--- config.mk ---
export PLATFORM = sky130hd
export DESIGN_NAME = sdram_frame_reader
export DESIGN_NICKNAME = d
export VERILOG_FILES = /design/src/rtl/sdram_frame_pkg.sv /design/src/rtl/sync_fifo_fwft.sv /design/src/rtl/sdram_frame_reader.sv
export SDC_FILE = /design/constraint.sdc
export NUM_CORES = 1
export LEC_CHECK = 0
export ABC_AREA = 1
export CORE_ASPECT_RATIO = 0.8
export CORE_MARGIN = 1
export CORE_UTILIZATION = 50
export DETAILED_ROUTE_END_ITERATION = 7
export PLACE_DENSITY = 0.69
export SLEW_MARGIN = 20
export SYNTH_ARGS = -nofsm -noshare
export SYNTH_HDL_FRONTEND = slang
export SYNTH_SLANG_ARGS = --single-unit
--- constraint.sdc ---
create_clock -name iCLK -period 3.56 [get_ports iCLK]
set_clock_uncertainty 0.05 [all_clocks]
set_input_delay 0.712 -clock iCLK [delete_from_list [all_inputs] [get_ports iCLK]]
set_output_delay 0.712 -clock iCLK [all_outputs]
set_load 0.03 [all_outputs]
--- src/rtl/sdram_frame_pkg.sv ---
// Shared definitions for the SDRAM frame store: FSM encodings and address/data field widths.
// Imported by both the SD-card writer and the frame reader.
package sdram_frame_pkg;

    localparam int FRAME_W = 6;
    localparam int LINE_W  = 10;
    localparam int WORD_W  = 9;
    localparam int ADDR_W  = 25;
    localparam int DATA_W  = 16;

    typedef enum logic [1:0] {
        ST_IDLE,
        ST_ISSUE,
        ST_DRAIN,
        ST_DONE_AND_WAIT
    } state_t;

endpackage

--- src/rtl/sync_fifo_fwft.sv ---
// First-word-fall-through synchronous FIFO; the head word is presented while empty_o is low.
// DEPTH must be a power of two so the pointers wrap naturally.
module sync_fifo_fwft #(
    parameter int DEPTH = 16,
    parameter int WIDTH = 16
) (
    input  logic                       clk_i,
    input  logic                       rst_n_i,
    input  logic                       push_i,
    input  logic [WIDTH-1:0]           wdata_i,
    input  logic                       pop_i,
    output logic [WIDTH-1:0]           rdata_o,
    output logic [$clog2(DEPTH+1)-1:0] count_o,
    output logic                       full_o,
    output logic                       empty_o
);

    localparam int AW = $clog2(DEPTH);
    localparam int CW = $clog2(DEPTH + 1);

    logic [WIDTH-1:0] mem_q [DEPTH];
    logic [AW-1:0]    wr_ptr_q;
    logic [AW-1:0]    rd_ptr_q;
    logic [CW-1:0]    count_q;
    logic             pop_eff;
    logic             push_eff;

    assign empty_o  = (count_q == '0);
    assign full_o   = (count_q == CW'(DEPTH));
    assign count_o  = count_q;
    assign pop_eff  = pop_i && !empty_o;
    assign push_eff = push_i && (!full_o || pop_eff);
    assign rdata_o  = empty_o ? '0 : mem_q[rd_ptr_q];

    // NOTE: the storage array has no reset; only pointers and count need one, and
    // leaving the array out keeps it mappable onto RAM.
    always_ff @(posedge clk_i) begin
        if (push_eff) begin
            mem_q[wr_ptr_q] <= wdata_i;
        end
    end

    // NOTE: sequential state uses non-blocking assignments so every flop samples pre-edge values.
    always_ff @(posedge clk_i or negedge rst_n_i) begin
        if (!rst_n_i) begin
            wr_ptr_q <= '0;
            rd_ptr_q <= '0;
            count_q  <= '0;
        end else begin
            if (push_eff) wr_ptr_q <= wr_ptr_q + AW'(1);
            if (pop_eff)  rd_ptr_q <= rd_ptr_q + AW'(1);
            case ({push_eff, pop_eff})
                2'b10:   count_q <= count_q + CW'(1);
                2'b01:   count_q <= count_q - CW'(1);
                default: count_q <= count_q;
            endcase
        end
    end

    // The upstream credit scheme must never push into a full FIFO without a pop.
    a_no_overflow: assert property (@(posedge clk_i) disable iff (!rst_n_i)
        !(push_i && full_o && !pop_i));

endmodule

--- src/rtl/sdram_frame_reader.sv ---
// Streams one frame from SDRAM through a credit-limited read port into a FWFT FIFO.
// Define SDRAM_READER_LOOP_EN to re-read the same frame continuously while iSTART stays high.
module sdram_frame_reader
    import sdram_frame_pkg::*;
#(
    parameter int FIFO_DEPTH      = 16,
    parameter int MAX_OUTSTANDING = 8,
    parameter int LINES_PER_FRAME = 1024,
    parameter int WORDS_PER_LINE  = 512
) (
    input  logic              iCLK,
    input  logic              iRST_N,
    input  logic              iSTART,
    input  logic [FRAME_W-1:0] iFRAME_ID,
    input  logic              iWAIT_REQUEST,
    input  logic [DATA_W-1:0] iRD_DATA,
    input  logic              iRD_DATAVALID,
    output logic              oRD_EN,
    output logic [ADDR_W-1:0] oRD_ADDR,
    output logic [DATA_W-1:0] oPIX_DATA,
    output logic              oPIX_VALID,
    input  logic              iPIX_READY,
    output logic              oBUSY,
    output logic              oDONE
);

    localparam int CNT_W = $clog2(FIFO_DEPTH + 1);
    localparam int OUT_W = $clog2(MAX_OUTSTANDING + 1);
    localparam int SUM_W = CNT_W + 1;
    localparam logic [LINE_W-1:0] LAST_LINE = LINE_W'(LINES_PER_FRAME - 1);
    localparam logic [WORD_W-1:0] LAST_WORD = WORD_W'(WORDS_PER_LINE - 1);

    state_t             state_q, state_d;
    logic [FRAME_W-1:0] frame_q, frame_d;
    logic [LINE_W-1:0]  line_q, line_d;
    logic [WORD_W-1:0]  word_q, word_d;
    logic [OUT_W-1:0]   outst_q, outst_d;
    logic               start_q;

    logic [CNT_W-1:0]   fifo_count;
    logic               fifo_full;
    logic               fifo_empty;
    logic               start_rise;
    logic               rd_valid;
    logic               credit_ok;
    logic               accept;
    logic               last_addr;

    assign start_rise = iSTART && !start_q;
    assign oBUSY      = (state_q == ST_ISSUE) || (state_q == ST_DRAIN);
    assign oDONE      = (state_q == ST_IDLE) || (state_q == ST_DONE_AND_WAIT);
    // Returned data outside a transfer is stale and must not touch the FIFO or the credit count.
    assign rd_valid   = iRD_DATAVALID && oBUSY;
    assign credit_ok  = (outst_q < OUT_W'(MAX_OUTSTANDING)) && !fifo_full &&
                        ((SUM_W'(fifo_count) + SUM_W'(outst_q)) < SUM_W'(FIFO_DEPTH));
    assign oRD_EN     = (state_q == ST_ISSUE) && credit_ok;
    assign accept     = oRD_EN && !iWAIT_REQUEST;
    assign last_addr  = (line_q == LAST_LINE) && (word_q == LAST_WORD);
    assign oRD_ADDR   = {frame_q, line_q, word_q};
    assign oPIX_VALID = !fifo_empty;

    always_comb begin
        case ({accept, rd_valid})
            2'b10:   outst_d = outst_q + OUT_W'(1);
            2'b01:   outst_d = outst_q - OUT_W'(1);
            default: outst_d = outst_q;
        endcase
    end

    // NOTE: every next-state variable takes its hold value first, so no path infers a latch.
    always_comb begin
        state_d = state_q;
        frame_d = frame_q;
        line_d  = line_q;
        word_d  = word_q;
        case (state_q)
            ST_IDLE: begin
                if (start_rise) begin
                    state_d = ST_ISSUE;
                    frame_d = iFRAME_ID;
                    line_d  = '0;
                    word_d  = '0;
                end
            end
            ST_ISSUE: begin
                if (accept) begin
                    if (last_addr) begin
                        line_d = '0;
                        word_d = '0;
`ifdef SDRAM_READER_LOOP_EN
                        state_d = iSTART ? ST_ISSUE : ST_DRAIN;
`else
                        state_d = ST_DRAIN;
`endif
                    end else if (word_q == LAST_WORD) begin
                        word_d = '0;
                        line_d = line_q + LINE_W'(1);
                    end else begin
                        word_d = word_q + WORD_W'(1);
                    end
                end
            end
            ST_DRAIN: begin
                if ((outst_q == '0) && fifo_empty) begin
`ifdef SDRAM_READER_LOOP_EN
                    state_d = iSTART ? ST_ISSUE : ST_DONE_AND_WAIT;
`else
                    state_d = ST_DONE_AND_WAIT;
`endif
                end
            end
            ST_DONE_AND_WAIT: begin
                if (!iSTART) state_d = ST_IDLE;
            end
            default: state_d = ST_IDLE;
        endcase
    end

    always_ff @(posedge iCLK or negedge iRST_N) begin
        if (!iRST_N) begin
            state_q <= ST_IDLE;
            frame_q <= '0;
            line_q  <= '0;
            word_q  <= '0;
            outst_q <= '0;
            start_q <= 1'b0;
        end else begin
            state_q <= state_d;
            frame_q <= frame_d;
            line_q  <= line_d;
            word_q  <= word_d;
            outst_q <= outst_d;
            start_q <= iSTART;
        end
    end

    sync_fifo_fwft #(
        .DEPTH (FIFO_DEPTH),
        .WIDTH (DATA_W)
    ) u_fifo (
        .clk_i   (iCLK),
        .rst_n_i (iRST_N),
        .push_i  (rd_valid),
        .wdata_i (iRD_DATA),
        .pop_i   (iPIX_READY),
        .rdata_o (oPIX_DATA),
        .count_o (fifo_count),
        .full_o  (fifo_full),
        .empty_o (fifo_empty)
    );

endmodule

==> reports/metrics.csv <==
stage,metric,value,unit
layout,Layout area overhead,16.7,%
global_routing,vias in the first global route,8404,
worst_setup_path,Crit. End Element,output pin,
global_routing,first-pass GRT wire length,48.1,mm
pwr,Gate power share,0.426,
routing,initial drt markers,930,
floorplan,row cnt,52,
worst_setup_path,worst path arrival time,2600,ps
pwr,Sequential Power Share,0.355,
global_routing,total global-route track usage,0.238,
cts,CTS tree,done,
sta,Final Hold Viols,0,
cts,setup bufs post-CTS,0,
routing,Pre-Repair DR Iteration Count,5,
worst_setup_path,Crit Path Category,register to output pin,
sta,pin slew with the least headroom to its limit,855,ps
floorplan,Initial Util,0.509,
synth,synthesized area,12900,sq um
cts,CTS H-tree depth,1,
synth,"EDFF count, synth",256,
floorplan,IO Pins,73,
cts,CTS max path bufs,3,
layout,n_diodes,0,
layout,Sequential cell area,8820,sq um
synth,Ys Warns,0,
cts,number of buffers created by CTS,28,
placed_design,dpl hpwl,18.5,mm
synth,"FF+latch count, synth",301,
sta,RSZ-0062 raised after global routing,no,
global_routing,initial antenna violation count,0,
synth,Synth Instances,1116,
cts,worst skew pair latency,540,ps
sta,max-slew violations,0,
pwr,Max VDD drop,649,uV
worst_setup_path,CP max-delay cell,dfrtp_4,
global_routing,GRT Residual Overflow,0,
floorplan,core area,25300,sq um
sta,Setup Total Neg Slack,0,ps
sta,final setup vio count,0,
synth,Synth async-reset ratio,0.150,
routing,"antenna viol nets, final",0,
layout,Layout Nets,1249,
routing,routed length per instance,20.0,microns
synth,Post-Syn Nets,1168,
synth,Avg Inst Size Synth,11.6,sq um
layout,Fill cells,1977,
worst_setup_path,CP bufs+invs,3,
synth,post-synthesis sequential area ratio,0.683,
placed_design,number of port buffers,72,
pwr,Sw Pwr,5.01,mW
cts,"CTS clk-pin slew, worst paths",70,ps
pwr,switching share of power,0.400,
worst_setup_path,"delay-heaviest family, CP",buffers and inverters,
routing,final wirelength,30.9,mm
pwr,Power Total,12.5,mW
worst_setup_path,CP cell instances,clkinv_2 -> buf_12 -> nand2_1 -> nand3_1 -> nand2_1 -> a21oi_1 -> o31ai_1 -> a21oi_2 -> buf_12,
worst_setup_path,"slowest stage delay, CP",530,ps
floorplan,Die X,182,microns
worst_setup_path,CP startpoint kind,register,
pwr,clock network power share,0.219,
sta,Tcrit/Tclk final,0.945,
layout,"commonest non-fill, non-tap cells in the layout","edfxtp_1, nand2_1, nor2_1, o21ai_0, nand3_1",
floorplan,Die Y,146,microns
routing,Residual DRC,0,
cts,Root Driver,clkbuf_16,
placed_design,GP Congestion,0.802,
cts,Sink Count,301,
pwr,Internal,7.50,mW
worst_setup_path,CP Max Fanout,72,
synth,Most used DFF post-synth,edfxtp_1,
pwr,Leakage,5.53,nW
routing,vias,8645,
synth,Cell variety after synth,39,
sta,fin crit period,3360,ps
layout,"most common cell after layout, fill and taps aside",edfxtp_1,
routing,vias per inst,5.61,
pwr,pwr dens,831,nW/um^2
layout,Multi-input gate area,3710,sq um
sta,max frequency,297,MHz
floorplan,die footprint,26400,sq um
run_status,status,completed,
worst_setup_path,Worst EP required,2800,ps
job,max_cap viols,0,
sta,relative slew slack,0.430,
worst_hold_path,type of the most critical hold path,input pin to async pin,
global_routing,largest net degree at the start of global routing,112,
layout,share of cells above drive strength 1,0.110,
final timing paths:
path                                                 from                             end  slack, ps  depth (start not counted)
setup / recovery           u_fifo.rd_ptr_q[0]$_DFFE_PN0P_                    oPIX_DATA[4]        200                          9
hold / removal                                     iRST_N  u_fifo.rd_ptr_q[0]$_DFFE_PN0P_        230                          1
setup reg to reg                   state_q[1]$_DFFE_PN0P_          outst_q[3]$_DFFE_PN0P_        840                         14
hold reg to reg                    frame_q[5]$_DFFE_PN0P_          frame_q[5]$_DFFE_PN0P_        460                          1
max in group asynchronous                          iRST_N           line_q[7]$_DFFE_PN0P_       2540                          2
min in group iCLK                  frame_q[5]$_DFFE_PN0P_          frame_q[5]$_DFFE_PN0P_        460                          1
power groups by stage:
stage                     sequential (mW)  clock [mW]  combinational [mW]
final                                4.44        2.73                5.33
after global routing                 4.48        2.89                5.84
after CTS                            4.44        2.77                5.27
after detailed placement             4.50           0                5.25
after global placement               4.49           0                5.17
after floorplan                      4.52           0                3.27
kinds of logic (layout without fill, tap and decap cells):
logic type | Yosys count | count (layout) | synth area share
XOR/XNOR | 19 | 19 | 0.0129
adder cells (fa/ha/maj) | 24 | 24 | 0.0245
buffers and inverters | 100 | 202 | 0.0333
AND/OR/NAND/NOR | 470 | 470 | 0.153
AO/OA/AOI/OAI | 196 | 196 | 0.0879
multiplexers | 6 | 6 | 0.00524
flip-flops | 301 | 301 | 0.683
cell type report:
class | count | share of cell area
clock buffers | 33 | 0.0492
well taps | 324 | 0.0269
inverters | 43 | 0.0110
repair buffers | 108 | 0.0743
flip-flops and latches | 301 | 0.586
clock inverters | 18 | 0.00624
multi-input cells | 715 | 0.246
sequential cells by signal, summed over array words and instances, names as in the netlist, 4 cells and up:
signal,flops
u_fifo.mem_q,256
word_q,9
line_q,10
outst_q,4
frame_q,6
u_fifo.rd_ptr_q,4
u_fifo.count_o,5
u_fifo.wr_ptr_q,4
metal layers:
layer  vias up  global-route usage  routed length [microns]
met5         -                   0                        0
met4         0              0.0657                      622
met3        43              0.0415                     2610
met2       290               0.357                    13900
met1      4198               0.358                    13800
li1       4114                   -                        -
cell usage after synthesis (22+ instances only):
| master | count | area, sq um |
|---|---|---|
| dfrtp_1 | 45 | 1130 |
| nand3_1 | 67 | 335 |
| buf_2 | 22 | 110 |
| inv_1 | 41 | 154 |
| nand2_1 | 210 | 788 |
| o21ai_0 | 89 | 445 |
| edfxtp_1 | 256 | 7690 |
| nor2_1 | 161 | 604 |
| a21oi_1 | 54 | 270 |
| ha_1 | 22 | 275 |
| clkbuf_1 | 25 | 93.8 |
what timing repair did:
| item | 4_1_cts | 5_1_grt |
|---|---|---|
| hold buffers | 0 | 0 |
| endpoints found under the hold margin | 0 | 0 |
| endpoints found under the setup margin | 0 | 7 |
| gates resized for setup | 0 | 9 |
per-stage QoR:
stage | setup WS (ps) | instance area [sq um] | std cells | utilization | hold WS, ps
after global routing | 42.4 | 15000 | 1542 | 0.595 | 290
after CTS | 7.41 | 15000 | 1541 | 0.592 | 249
final | 195 | 15000 | 1542 | 0.595 | 234
after detailed placement | 568 | 14200 | 1490 | 0.559 | 444
after global placement | 631 | 14200 | 1490 | 0.559 | 440
after floorplan | 975 | 12900 | 1116 | - | 366
worst reg2reg max path, cell delays in order (launching register included):
cell and delay [ps]:
dfrtp_1 410, inv_1 90, ha_1 310, inv_2 170
nor4_4 190, nand3_2 180, ha_1 270, ha_1 280
nand2_1 60, nand2_1 50, a21oi_1 170, nor2_1 70
nor2_1 100, nand2_1 70, xnor2_1 120
(Power assumes the default switching activity.)
